**config.mk**
```make
export PLATFORM = sky130hd
export DESIGN_NAME = dec5421_seq_multiplier
export DESIGN_NICKNAME = d
export VERILOG_FILES = /design/src/rtl/dec5421_pkg.sv /design/src/rtl/dec5421_seq_multiplier_bcd_digit_add.sv /design/src/rtl/dec5421_seq_multiplier.sv
export SDC_FILE = /design/constraint.sdc
export NUM_CORES = 1
export LEC_CHECK = 0
export CORE_MARGIN = 1.5
export CORE_UTILIZATION = 54
export DETAILED_ROUTE_END_ITERATION = 10
export GPL_ROUTABILITY_DRIVEN = 0
export PLACE_DENSITY_LB_ADDON = 0.05
export RECOVER_POWER = 100
export SLEW_MARGIN = 15
export SYNTH_ARGS = -nofsm -noshare
export SYNTH_HDL_FRONTEND = slang
export SYNTH_SLANG_ARGS = --single-unit
```
**constraint.sdc**
```tcl
create_clock -name clk -period 12.3 [get_ports clk]
set_input_delay 1.23 -clock clk [delete_from_list [all_inputs] [get_ports clk]]
set_output_delay 1.23 -clock clk [all_outputs]
set_load 0.01 [all_outputs]
```
**src/rtl/dec5421_pkg.sv**
```systemverilog
// Shared definitions for the sequential 5421-coded decimal multiplier:
// state encoding, 5421 bit weights, illegal-code table and digit width.
package dec5421_pkg;

   localparam int DW = 4;

   typedef enum logic [1:0] {
      IDLE = 2'd0,
      PRE  = 2'd1,
      ACC  = 2'd2,
      DONE = 2'd3
   } state_t;

   // Decimal weight of each 5421 code bit, indexed by bit position.
   localparam int unsigned WEIGHT [4] = '{1, 2, 4, 5};

   localparam logic [DW-1:0] ILLEGAL_CODES [6] = '{
      4'b0101, 4'b0110, 4'b0111, 4'b1101, 4'b1110, 4'b1111
   };

   function automatic logic is_illegal_5421(input logic [DW-1:0] d);
      logic hit;
      hit = 1'b0;
      for (int j = 0; j < 6; j++) begin
         if (d == ILLEGAL_CODES[j]) hit = 1'b1;
      end
      return hit;
   endfunction

endpackage

```
**src/rtl/dec5421_seq_multiplier_bcd_digit_add.sv**
```systemverilog
// Single-digit BCD adder with +6 correction; the building block for every
// decimal add in the multiplier (multiple generation and accumulation).
module bcd_digit_add
   import dec5421_pkg::*;
(
   input  logic [DW-1:0] a,
   input  logic [DW-1:0] b,
   input  logic          cin,
   output logic [DW-1:0] s,
   output logic          cout
);

   logic [DW:0] raw;

   // NOTE: every output of a combinational block gets a value on every path,
   // otherwise synthesis infers a latch to hold the old value.
   always_comb begin
      raw  = {1'b0, a} + {1'b0, b} + {{DW{1'b0}}, cin};
      cout = (raw > (DW+1)'(9));
      s    = cout ? DW'(raw + (DW+1)'(6)) : raw[DW-1:0];
   end

endmodule

```
**src/rtl/dec5421_seq_multiplier.sv**
```systemverilog
// Sequential N x N digit decimal multiplier: multiplier in 5421 code, multiplicand
// and product in BCD-8421; one selected multiple (5A/4A/2A/A) accumulated per cycle.
module dec5421_seq_multiplier
   import dec5421_pkg::*;
#(
   parameter int N = 4
)
(
   input  logic              clk,
   input  logic              rst,
   input  logic              in_valid,
   output logic              in_ready,
   input  logic [DW*N-1:0]   a_bcd,
   input  logic [DW*N-1:0]   b_5421,
   output logic              out_valid,
   input  logic              out_ready,
   output logic [2*DW*N-1:0] p_bcd,
   output logic              code_err
);

   localparam int MW = DW * (N + 1);
   localparam int AW = 2 * DW * N;
   localparam int IW = (N > 1) ? $clog2(N) : 1;

   state_t            state, state_nxt;
   logic [DW*N-1:0]   a_q, b_q;
   logic [MW-1:0]     m1_q, m2_q, m4_q, m5_q;
   logic [MW-1:0]     m2_c, m4_c, m5_c;
   logic [AW-1:0]     acc_q, acc_sum, addend;
   logic [MW-1:0]     mult_sel;
   logic [IW-1:0]     i_q;
   logic [1:0]        k_q;
   logic              err_q;
   logic              last_step;
   logic              any_illegal;
   logic [DW-1:0]     b_dig [N];

   // Digit-local doubling chains give 2A and 4A; 5A is 4A + A.
   for (genvar d = 0; d < N; d++) begin : g_mul
      logic c2_in, c4_in, c5_in, c2_out, c4_out, c5_out;
      if (d == 0) begin : g_lsd
         assign c2_in = 1'b0;
         assign c4_in = 1'b0;
         assign c5_in = 1'b0;
      end else begin : g_nxt
         assign c2_in = g_mul[d-1].c2_out;
         assign c4_in = g_mul[d-1].c4_out;
         assign c5_in = g_mul[d-1].c5_out;
      end
      bcd_digit_add u_dbl (.a(a_q[d*DW +: DW]), .b(a_q[d*DW +: DW]), .cin(c2_in),
                           .s(m2_c[d*DW +: DW]), .cout(c2_out));
      bcd_digit_add u_quad (.a(m2_c[d*DW +: DW]), .b(m2_c[d*DW +: DW]), .cin(c4_in),
                            .s(m4_c[d*DW +: DW]), .cout(c4_out));
      bcd_digit_add u_five (.a(m4_c[d*DW +: DW]), .b(a_q[d*DW +: DW]), .cin(c5_in),
                            .s(m5_c[d*DW +: DW]), .cout(c5_out));
      assign b_dig[d] = b_q[d*DW +: DW];
   end

   // Top digits stay small (2A <= 1.., 4A <= 3.., 5A <= 4..), so binary adds suffice there.
   assign m2_c[MW-1 -: DW] = {{(DW-1){1'b0}}, g_mul[N-1].c2_out};
   assign m4_c[MW-1 -: DW] = {{(DW-2){1'b0}}, g_mul[N-1].c2_out, g_mul[N-1].c4_out};
   assign m5_c[MW-1 -: DW] = m4_c[MW-1 -: DW] + {{(DW-1){1'b0}}, g_mul[N-1].c5_out};

   always_comb begin
      mult_sel = m1_q;
      case (WEIGHT[k_q])
         5:       mult_sel = m5_q;
         4:       mult_sel = m4_q;
         2:       mult_sel = m2_q;
         default: mult_sel = m1_q;
      endcase
      addend = b_dig[i_q][k_q] ? (AW'(mult_sel) << (DW * i_q)) : '0;
   end

   // Accumulator never exceeds 10^(2N)-1, so the top carry-out carries no information.
   for (genvar d = 0; d < 2*N; d++) begin : g_acc
      logic cin, cout;
      if (d == 0) begin : g_lsd
         assign cin = 1'b0;
      end else begin : g_nxt
         assign cin = g_acc[d-1].cout;
      end
      bcd_digit_add u_add (.a(acc_q[d*DW +: DW]), .b(addend[d*DW +: DW]), .cin(cin),
                           .s(acc_sum[d*DW +: DW]), .cout(cout));
   end

   always_comb begin
      any_illegal = 1'b0;
      for (int d = 0; d < N; d++) begin
         if (is_illegal_5421(b_5421[d*DW +: DW])) any_illegal = 1'b1;
      end
   end

   assign last_step = (i_q == IW'(N-1)) && (k_q == 2'd0);

   // NOTE: clocked state uses non-blocking assignments so every register
   // samples pre-edge values regardless of block evaluation order.
   always_ff @(posedge clk) begin
      if (rst) state <= IDLE;
      else     state <= state_nxt;
   end

   always_comb begin
      state_nxt = state;
      case (state)
         IDLE:    if (in_valid)  state_nxt = PRE;
         PRE:                    state_nxt = ACC;
         ACC:     if (last_step) state_nxt = DONE;
         DONE:    if (out_ready) state_nxt = IDLE;
         default:                state_nxt = IDLE;
      endcase
   end

   always_comb begin
      in_ready  = (state == IDLE);
      out_valid = (state == DONE);
   end

   always_ff @(posedge clk) begin
      if (rst) begin
         a_q   <= '0;
         b_q   <= '0;
         m1_q  <= '0;
         m2_q  <= '0;
         m4_q  <= '0;
         m5_q  <= '0;
         acc_q <= '0;
         err_q <= 1'b0;
         i_q   <= '0;
         k_q   <= '0;
      end else begin
         case (state)
            IDLE: if (in_valid) begin
               a_q   <= a_bcd;
               b_q   <= b_5421;
               acc_q <= '0;
               err_q <= any_illegal;
            end
            PRE: begin
               m1_q <= MW'(a_q);
               m2_q <= m2_c;
               m4_q <= m4_c;
               m5_q <= m5_c;
               i_q  <= '0;
               k_q  <= 2'd3;
            end
            ACC: begin
               acc_q <= acc_sum;
               if (k_q == 2'd0) begin
                  i_q <= i_q + IW'(1);
                  k_q <= 2'd3;
               end else begin
                  k_q <= k_q - 2'd1;
               end
            end
            default: ;
         endcase
      end
   end

   assign p_bcd    = acc_q;
   assign code_err = err_q;

endmodule
```
# Yosys cells after proc, flatten, opt, wreduce, memory -nomap -nowiden
# Index checks and enable logic that the tools add are counted.
word_totals:
  mem_bits_ro: 0
  input_bits: 36
  ram_bits: 0
  latchBits: 0
  mem_count: 0
  wordCells: 208
  reg_bits: 142
  output_inout_bits: 35
classes:
  div_mod_pow: 0
  n_mul: 0
  eq_ne: 35
  n_mux: 68
  n_addsub: 59
  bitwise: 2
  magnitude_cmp: 23
  shift: 1
  n_reduce_logical: 9
op_table:
  columns: ["op", "n"]
  rows:
  - ["32-bit 2-to-1 mux", 4]
  - ["4-bit by 4-bit adder with 5-bit output", 20]
  - ["5-bit by 4-bit greater-than comparator with 1-bit output (second input constant)", 20]
  - ["4-bit 2-to-1 mux", 22]
  - ["4-bit by 3-bit adder with 4-bit output (second input constant)", 20]
  - ["5-bit by 1-bit adder with 5-bit output", 16]
  - ["32-bit binary-select mux with 2-bit select", 1]
  - ["32-bit by 3-bit equality test with 1-bit output (second input constant)", 2]
  - ["32-bit one-hot mux with 2 select lines", 1]
  - ["20-bit one-hot mux with 3 select lines", 1]
  - ["4-bit by 3-bit equality test with 1-bit output (second input constant)", 12]
  - ["4-bit equality test (second input constant)", 12]
  - ["32-bit by 2-bit equality test with 1-bit output (second input constant)", 1]
  - ["20-bit by 4-bit << shifter with 32-bit output", 1]
  - ["1-bit 2-to-1 mux", 29]
  - ["2-bit 2-to-1 mux", 5]
  - ["4-bit binary-select mux with 2-bit select", 1]
  - ["2-bit one-hot mux with 2 select lines", 2]
  - ["2-bit one-hot mux with 4 select lines", 1]
  - ["2-bit equality test (second input constant)", 3]
  - ["3-bit greater-or-equal comparator (second input constant)", 2]
  - ["2-bit inequality test (second input constant)", 3]
  - ["2-bit inverter with 3-bit output", 2]
  - ["2-bit AND reduction", 3]
  - ["other kinds (11)", 13]

# Logic depth before layout (Yosys ltp)
logic_depth:
  ltp_word: 26
  ltp_mapped: 72
  mapped_depth_nobuf: 71

# Hierarchy
# Synthesis repeated with hierarchy kept, for this count alone.
unflattened:
  cells_unflattened: 1132
  hier_area_um2: 10416.2
modules_own_cells:
  columns: ["mod", "seq_area_each_um2", "instances", "cells_each", "area_per_inst_um2"]
  rows:
  - ["dec5421_seq_multiplier", 2802.7, 1, 692, 6187.2]
  - ["bcd_digit_add", 0.0, 20, 22, 211.5]

# Worst setup path before layout
# OpenSTA, ideal clock, no wires.
synth_path:
  kind: "flip-flop to flip-flop"
  from: "register i_q[0]"
  to: "register acc_q[31] (netlist: p_bcd[31])"
  synth_period_minus_slack_ps: 13445
  required_ps: 12172
  setup_time_ps: 128
  path_stages_with_launch: 66
  setup_slack_ps: -1145
  arrival_ps: 13318
  path_buffers: 2
  cell_sequence: "dfxtp_1 clkbuf_1 mux4_2 mux4_2 nand2b_1 clkbuf_1 nor3_1 ha_1 inv_1 fa_1 xor2_1 nand2_1 a21oi_1 fa_1 inv_1 fa_1 xnor2_1 and2_1 [... 30 more ...] fa_1 inv_1 fa_1 xnor2_1 and2_1 o21ai_0 inv_1 fa_1 inv_1 fa_1 inv_1 ha_1 a22oi_1 a22oi_1 nor2_1 xor2_1 a22oi_1 nor2_1"
synth_between:
  elab_chain_cells: 25
  word_cells_on_any_way: 34
  cone_classes: "add/sub (16); order compare (8); shift (1); mux (8); bitwise (1)"
synth_rtl:
  columns: ["item", "line_no", "text"]
  rows:
  - ["from (decl)", "dec5421_seq_multiplier.sv:31", "logic [IW-1:0] i_q;"]
  - ["from (signal assigned)", "dec5421_seq_multiplier.sv:150", "i_q <= i_q + IW'(1);"]
  - ["2-bit inverter with 3-bit output (implied by the code)", "dec5421_seq_multiplier.sv:72", "addend = b_dig[i_q][k_q] ? (AW'(mult_sel) << (DW * i_q)) : '0;"]
  - ["4-bit binary-select mux with 2-bit select", "dec5421_seq_multiplier.sv:72", null]
  - ["4-bit 2-to-1 mux (implied by the code) (2 in a row)", "dec5421_seq_multiplier.sv:72", null]
  - ["1-bit binary-select mux with 2-bit select", "dec5421_seq_multiplier.sv:72", null]
  - ["1-bit 2-to-1 mux (implied by the code)", "dec5421_seq_multiplier.sv:72", null]
  - ["32-bit 2-to-1 mux *", "dec5421_seq_multiplier.sv:72", null]
  - ["4-bit by 4-bit adder with 5-bit output", "dec5421_seq_multiplier_bcd_digit_add.sv:18", "raw = {1'b0, a} + {1'b0, b} + {{DW{1'b0}}, cin};"]
  - ["5-bit by 4-bit greater-than comparator with 1-bit output", "dec5421_seq_multiplier_bcd_digit_add.sv:19", "cout = (raw > (DW+1)'(9));"]
  - ["[... 8 more ...]", null, null]
  - ["5-bit by 1-bit adder with 5-bit output", "dec5421_seq_multiplier_bcd_digit_add.sv:18", null]
  - ["5-bit by 4-bit greater-than comparator with 1-bit output", "dec5421_seq_multiplier_bcd_digit_add.sv:19", null]
  - ["5-bit by 1-bit adder with 5-bit output", "dec5421_seq_multiplier_bcd_digit_add.sv:18", null]
  - ["5-bit by 4-bit greater-than comparator with 1-bit output", "dec5421_seq_multiplier_bcd_digit_add.sv:19", null]
  - ["5-bit by 1-bit adder with 5-bit output *", "dec5421_seq_multiplier_bcd_digit_add.sv:18", null]
  - ["4-bit by 3-bit adder with 4-bit output / 5-bit by 4-bit greater-than comparator with 1-bit output (equally long branches)", "dec5421_seq_multiplier_bcd_digit_add.sv:20, dec5421_seq_multiplier_bcd_digit_add.sv:19", null]
  - ["4-bit 2-to-1 mux *", "dec5421_seq_multiplier_bcd_digit_add.sv:20", "s = cout ? DW'(raw + (DW+1)'(6)) : raw[DW-1:0];"]
  - ["32-bit one-hot mux with 2 select lines *", "dec5421_seq_multiplier.sv:132", "case (state)"]
  - ["to (signal assigned)", "dec5421_seq_multiplier.sv:148", "acc_q <= acc_sum;"]
  - ["to (decl)", "dec5421_seq_multiplier.sv:29", "logic [AW-1:0] acc_q, acc_sum, addend;"]
# Mark *: on every way between the ends. The rest lies on a longest branch, timed or not. The select of a mux whose other input is x is not followed.
# A chain may end at the register's enable or synchronous reset.

# Worst setup path in the final report
# Same ends and word-level chain as after synthesis.

==> reports/summary.json <==
{
  "clock_tree.buffer_depth": 2,
  "final_max_slew_viol_count": 130,
  "route.detailed.vias_per_inst": 5.568,
  "dr.max_layer_used": "met4",
  "finalSetupViolCount": 0,
  "port_buffers": 70,
  "status": "finished, violations left",
  "diodes": 0,
  "drc_errors": 0,
  "detailedRoute.firstPassIterationCount": 8,
  "cts_num_sinks": 136,
  "syn_area_per_cell_um2": 8.242,
  "asyncSetResetFlopFracSynth_pct": 0,
  "drv_cap": 2,
  "hp-class": "reg -> reg",
  "fmax_ghz": 0.08390,
  "source_to_sink_clock_delay_at_the_later_pin_of_the_worst_skew_pair_ns": 0.43,
  "hold_wc_startpoint": "b_q[14]",
  "number_of_global_route_vias_before_repair": 7450,
  "critical_path_s_slowest_cell": "mux4_2",
  "worstPathArrival_ns": 12.22,
  "slew_limit_headroom_pct": -184.5,
  "postRouteWirelength_um": 22820,
  "yosysUniqueCellTypes": 68,
  "reg2reg_to": "p_bcd[31]",
  "clock_tree.root_cell": "clkbuf_16",
  "worstSetupPathType": "reg -> reg",
  "routed_wire_length_per_instance_um": 16.09,
  "boundaryPins": 71,
  "floorplan.die.height_um": 133.4,
  "start_util_pct": 55.36,
  "routed-via-count": 7896,
  "ys_dominant_reg_cell": "dfxtp_1",
  "synth_sequential_area_ratio_pct": 29.65,
  "critical_path_peak_fanout": 5,
  "cts.hold.buffers_added": 0,
  "tritoncts_clock_tree": "yes",
  "antenna_found_initial": 0,
  "transition_time_at_the_pin_with_the_least_slew_margin_ns": 4.267,
  "failed_checks": "capacitance limit, slew limit",
  "maximum_number_of_pins_on_one_net_before_global_route_repair": 95,
  "nets_finish": 1318,
  "power_density_mw_per_mm2": 208.4,
  "aggregate_global_routing_overflow": 0,
  "r2r-start": "i_q[0]",
  "die_area_mm2": 0.01779,
  "count_of_mapped_cells_out_of_synthesis": 1114,
  "layout-drive-gt1-share_pct": 13.61,
  "timing.critical_path.from_type": "register",
  "worstRegToRegCells": 63,
  "timing.critical_path.to_type": "register",
  "globalRouteTotalUtil_pct": 25.99,
  "min_period_ns": 11.92,
  "wl_met2_um": 10760,
  "synth_enable_flop_cells": 0,
  "period_share_pct": 96.91,
  "fp.dieW_um": 133.4,
  "ctsHtreeMaxLevel": 4,
  "wire_length_of_the_first_global_routing_pass_um": 37030,
  "worst_hold_path.num_cells": 2,
  "mappedNetlistArea_mm2": 0.009181,
  "sum_of_routed_wire_segments_on_met1_um": 10890,
  "numCtsBuffers": 17,
  "irDropWorstVdd_mv": 0.1624,
  "drtIter0Drc": 609,
  "synth_seq_cells": 136,
  "synth_fp_nets": 1247,
  "synth-warning-count": 0,
  "synthTopCellsByArea": "dfxtp_1, ha_1, nor2_1",
  "floorplan.rows": 47,
  "biggest_area_consumer_among_synthesized_cells": "dfxtp_1",
  "worst_setup_hold_path_clk_slew_ns": 0.07,
  "worstPathRequired_ns": 12.61,
  "place.detailed.hpwl_um": 16280,
  "fin_skew_ns": 0.007599,
  "timing.critical_path.slowest_cell_delay_ns": 0.55,
  "rrSetupSlack_ns": 0.38,
  "hold_viol": 0,
  "worst_hold_path.endpoint": "b_q[14]",
  "layout.core_utilization_pct": 66.53,
  "met3_length_um": 898,
  "leakagePower_nw": 4.683,
  "synth_top_area_share_pct": 29.65,
  "placeableCoreArea_mm2": 0.01658,
  "syn2layout_area_growth_pct": 20.17,
  "total_chip_power_mw": 2.299,
  "cpMostUsedCell": "inv_2",
  "route.antenna.remaining_nets": 0
}
-- per-layer routing --
layer | vias to the layer above | global-route usage [%]
met4 | 0 | 6.280
met1 | 3698 | 34.92
met5 | - | 0
met3 | 20 | 4.833
li1 | 4031 | -
met2 | 147 | 43.38
-- cells by family (layout without fill, tap and decap cells) --
family	Yosys count	count (layout)	synth area share, %
and+or+nand+nor	347	347	16.41
AOI/OAI and AO/OA	292	292	21.57
buffers and inverters	138	222	5.901
DFF	136	136	29.65
adders and majority gates	97	97	15.02
muxes	60	60	7.250
xor gates and xnor gates	44	44	4.197
-- power by group --
part | internal, mW | total, mW | switching, mW
clock network | 0.287 | 0.510 | 0.223
logic | 0.477 | 1.19 | 0.710
registers | 0.529 | 0.602 | 0.0730
-- sequential cells by signal, summed over array words and instances, names as in the netlist, 2 cells and up --
| register | flops |
|---|---|
| k_q | 2 |
| m4_q | 16 |
| i_q | 2 |
| state | 2 |
| m2_q | 15 |
| m5_q | 18 |
| b_q | 16 |
| a_q | 16 |
| m1_q | 16 |
| p_bcd | 32 |
-- layout make-up --
class,instances,area [um2]
tap,220,275.3
fill,1460,5550
multi-input combinational,840,6128
sequential,136,2726
inverter,75,281.5
timing repair buffer,115,1032
clock buffer,17,425.4
clock inverter,15,163.9
-- worst max-delay path by stage --
stage               startpoint   endpoint  slack (ns)
finish                  i_q[0]  p_bcd[31]        0.38
global route            i_q[0]  p_bcd[31]       -0.26
CTS                     i_q[0]  p_bcd[31]        0.02
detailed placement      i_q[0]  p_bcd[31]       -0.21
global placement        i_q[0]  p_bcd[31]        0.10
floorplan               i_q[0]  p_bcd[31]       0.002
-- critical path, delay by kind of cell (launching register included) --
kind | cells | cell delay (ns)
adder cells (fa/ha/maj) | 16 | 5.60
AO/OA/AOI/OAI | 12 | 1.65
AND/OR/NAND/NOR | 10 | 1.33
buffers and inverters | 20 | 1.29
multiplexers | 2 | 1.05
XOR/XNOR | 3 | 0.48
flip-flops | 1 | 0.39
-- placed cells by master (no fill, tap or decap), types with 6 or more instances in the layout --
master,count
nor2_1,155
dfxtp_1,135
nand2_1,116
a21oi_1,105
ha_1,71
inv_1,57
mux2i_1,53
buf_4,43
xnor2_1,36
dlygate4sd3_1,36
clkdlybuf4s50_1,33
a21o_1,27
a22oi_1,24
a211oi_1,20
o21ai_0,19
inv_2,18
clkbuf_16,17
a222oi_1,13
or3_1,11
fa_1,11
fa_2,11
nor2b_1,10
nand3_1,9
nand2b_1,9
and2_1,8
a21oi_2,7
o21ai_1,7
a311oi_1,6
and3_1,6
and2_4,6
-- stage by stage --
step / std cells / hold slack (ns) / TNS (ns) / instance area, um2 / setup slack (ns)
after floorplan: 1114 / 0.4331 / 0 / 9203 / 0.001898
after global placement: 1372 / 0.4479 / 0 / 10160 / 0.1036
after detailed placement: 1372 / 0.4538 / -0.4176 / 10160 / -0.2087
after CTS: 1405 / 0.4630 / 0 / 10780 / 0.02306
after global routing: 1418 / 0.4857 / -0.6585 / 11030 / -0.2562
final: 1418 / 0.4597 / 0 / 11030 / 0.3805
-- synthesized netlist by cell type (all sizes together) (5+ instances only) --
master / n
clkbuf: 57
nand2: 116
a22oi: 26
o21ai: 32
buf: 6
dfxtp: 136
nand3: 9
a222oi: 13
nand2b: 11
nor2: 156
fa: 22
a21oi: 114
nor3: 5
xnor2: 41
ha: 75
a311oi: 8
a21o: 28
and2: 14
a211oi: 20
o22ai: 5
or3: 11
mux2i: 53
mux4: 5
inv: 75
and3: 6
nor2b: 10
-- timing repair --
action,CTS,global route
setup buffers,1,13
setup endpoints to repair,3,3
resized for setup,4,58
pin swaps,1,21
Power figures use the tool's default switching activity.
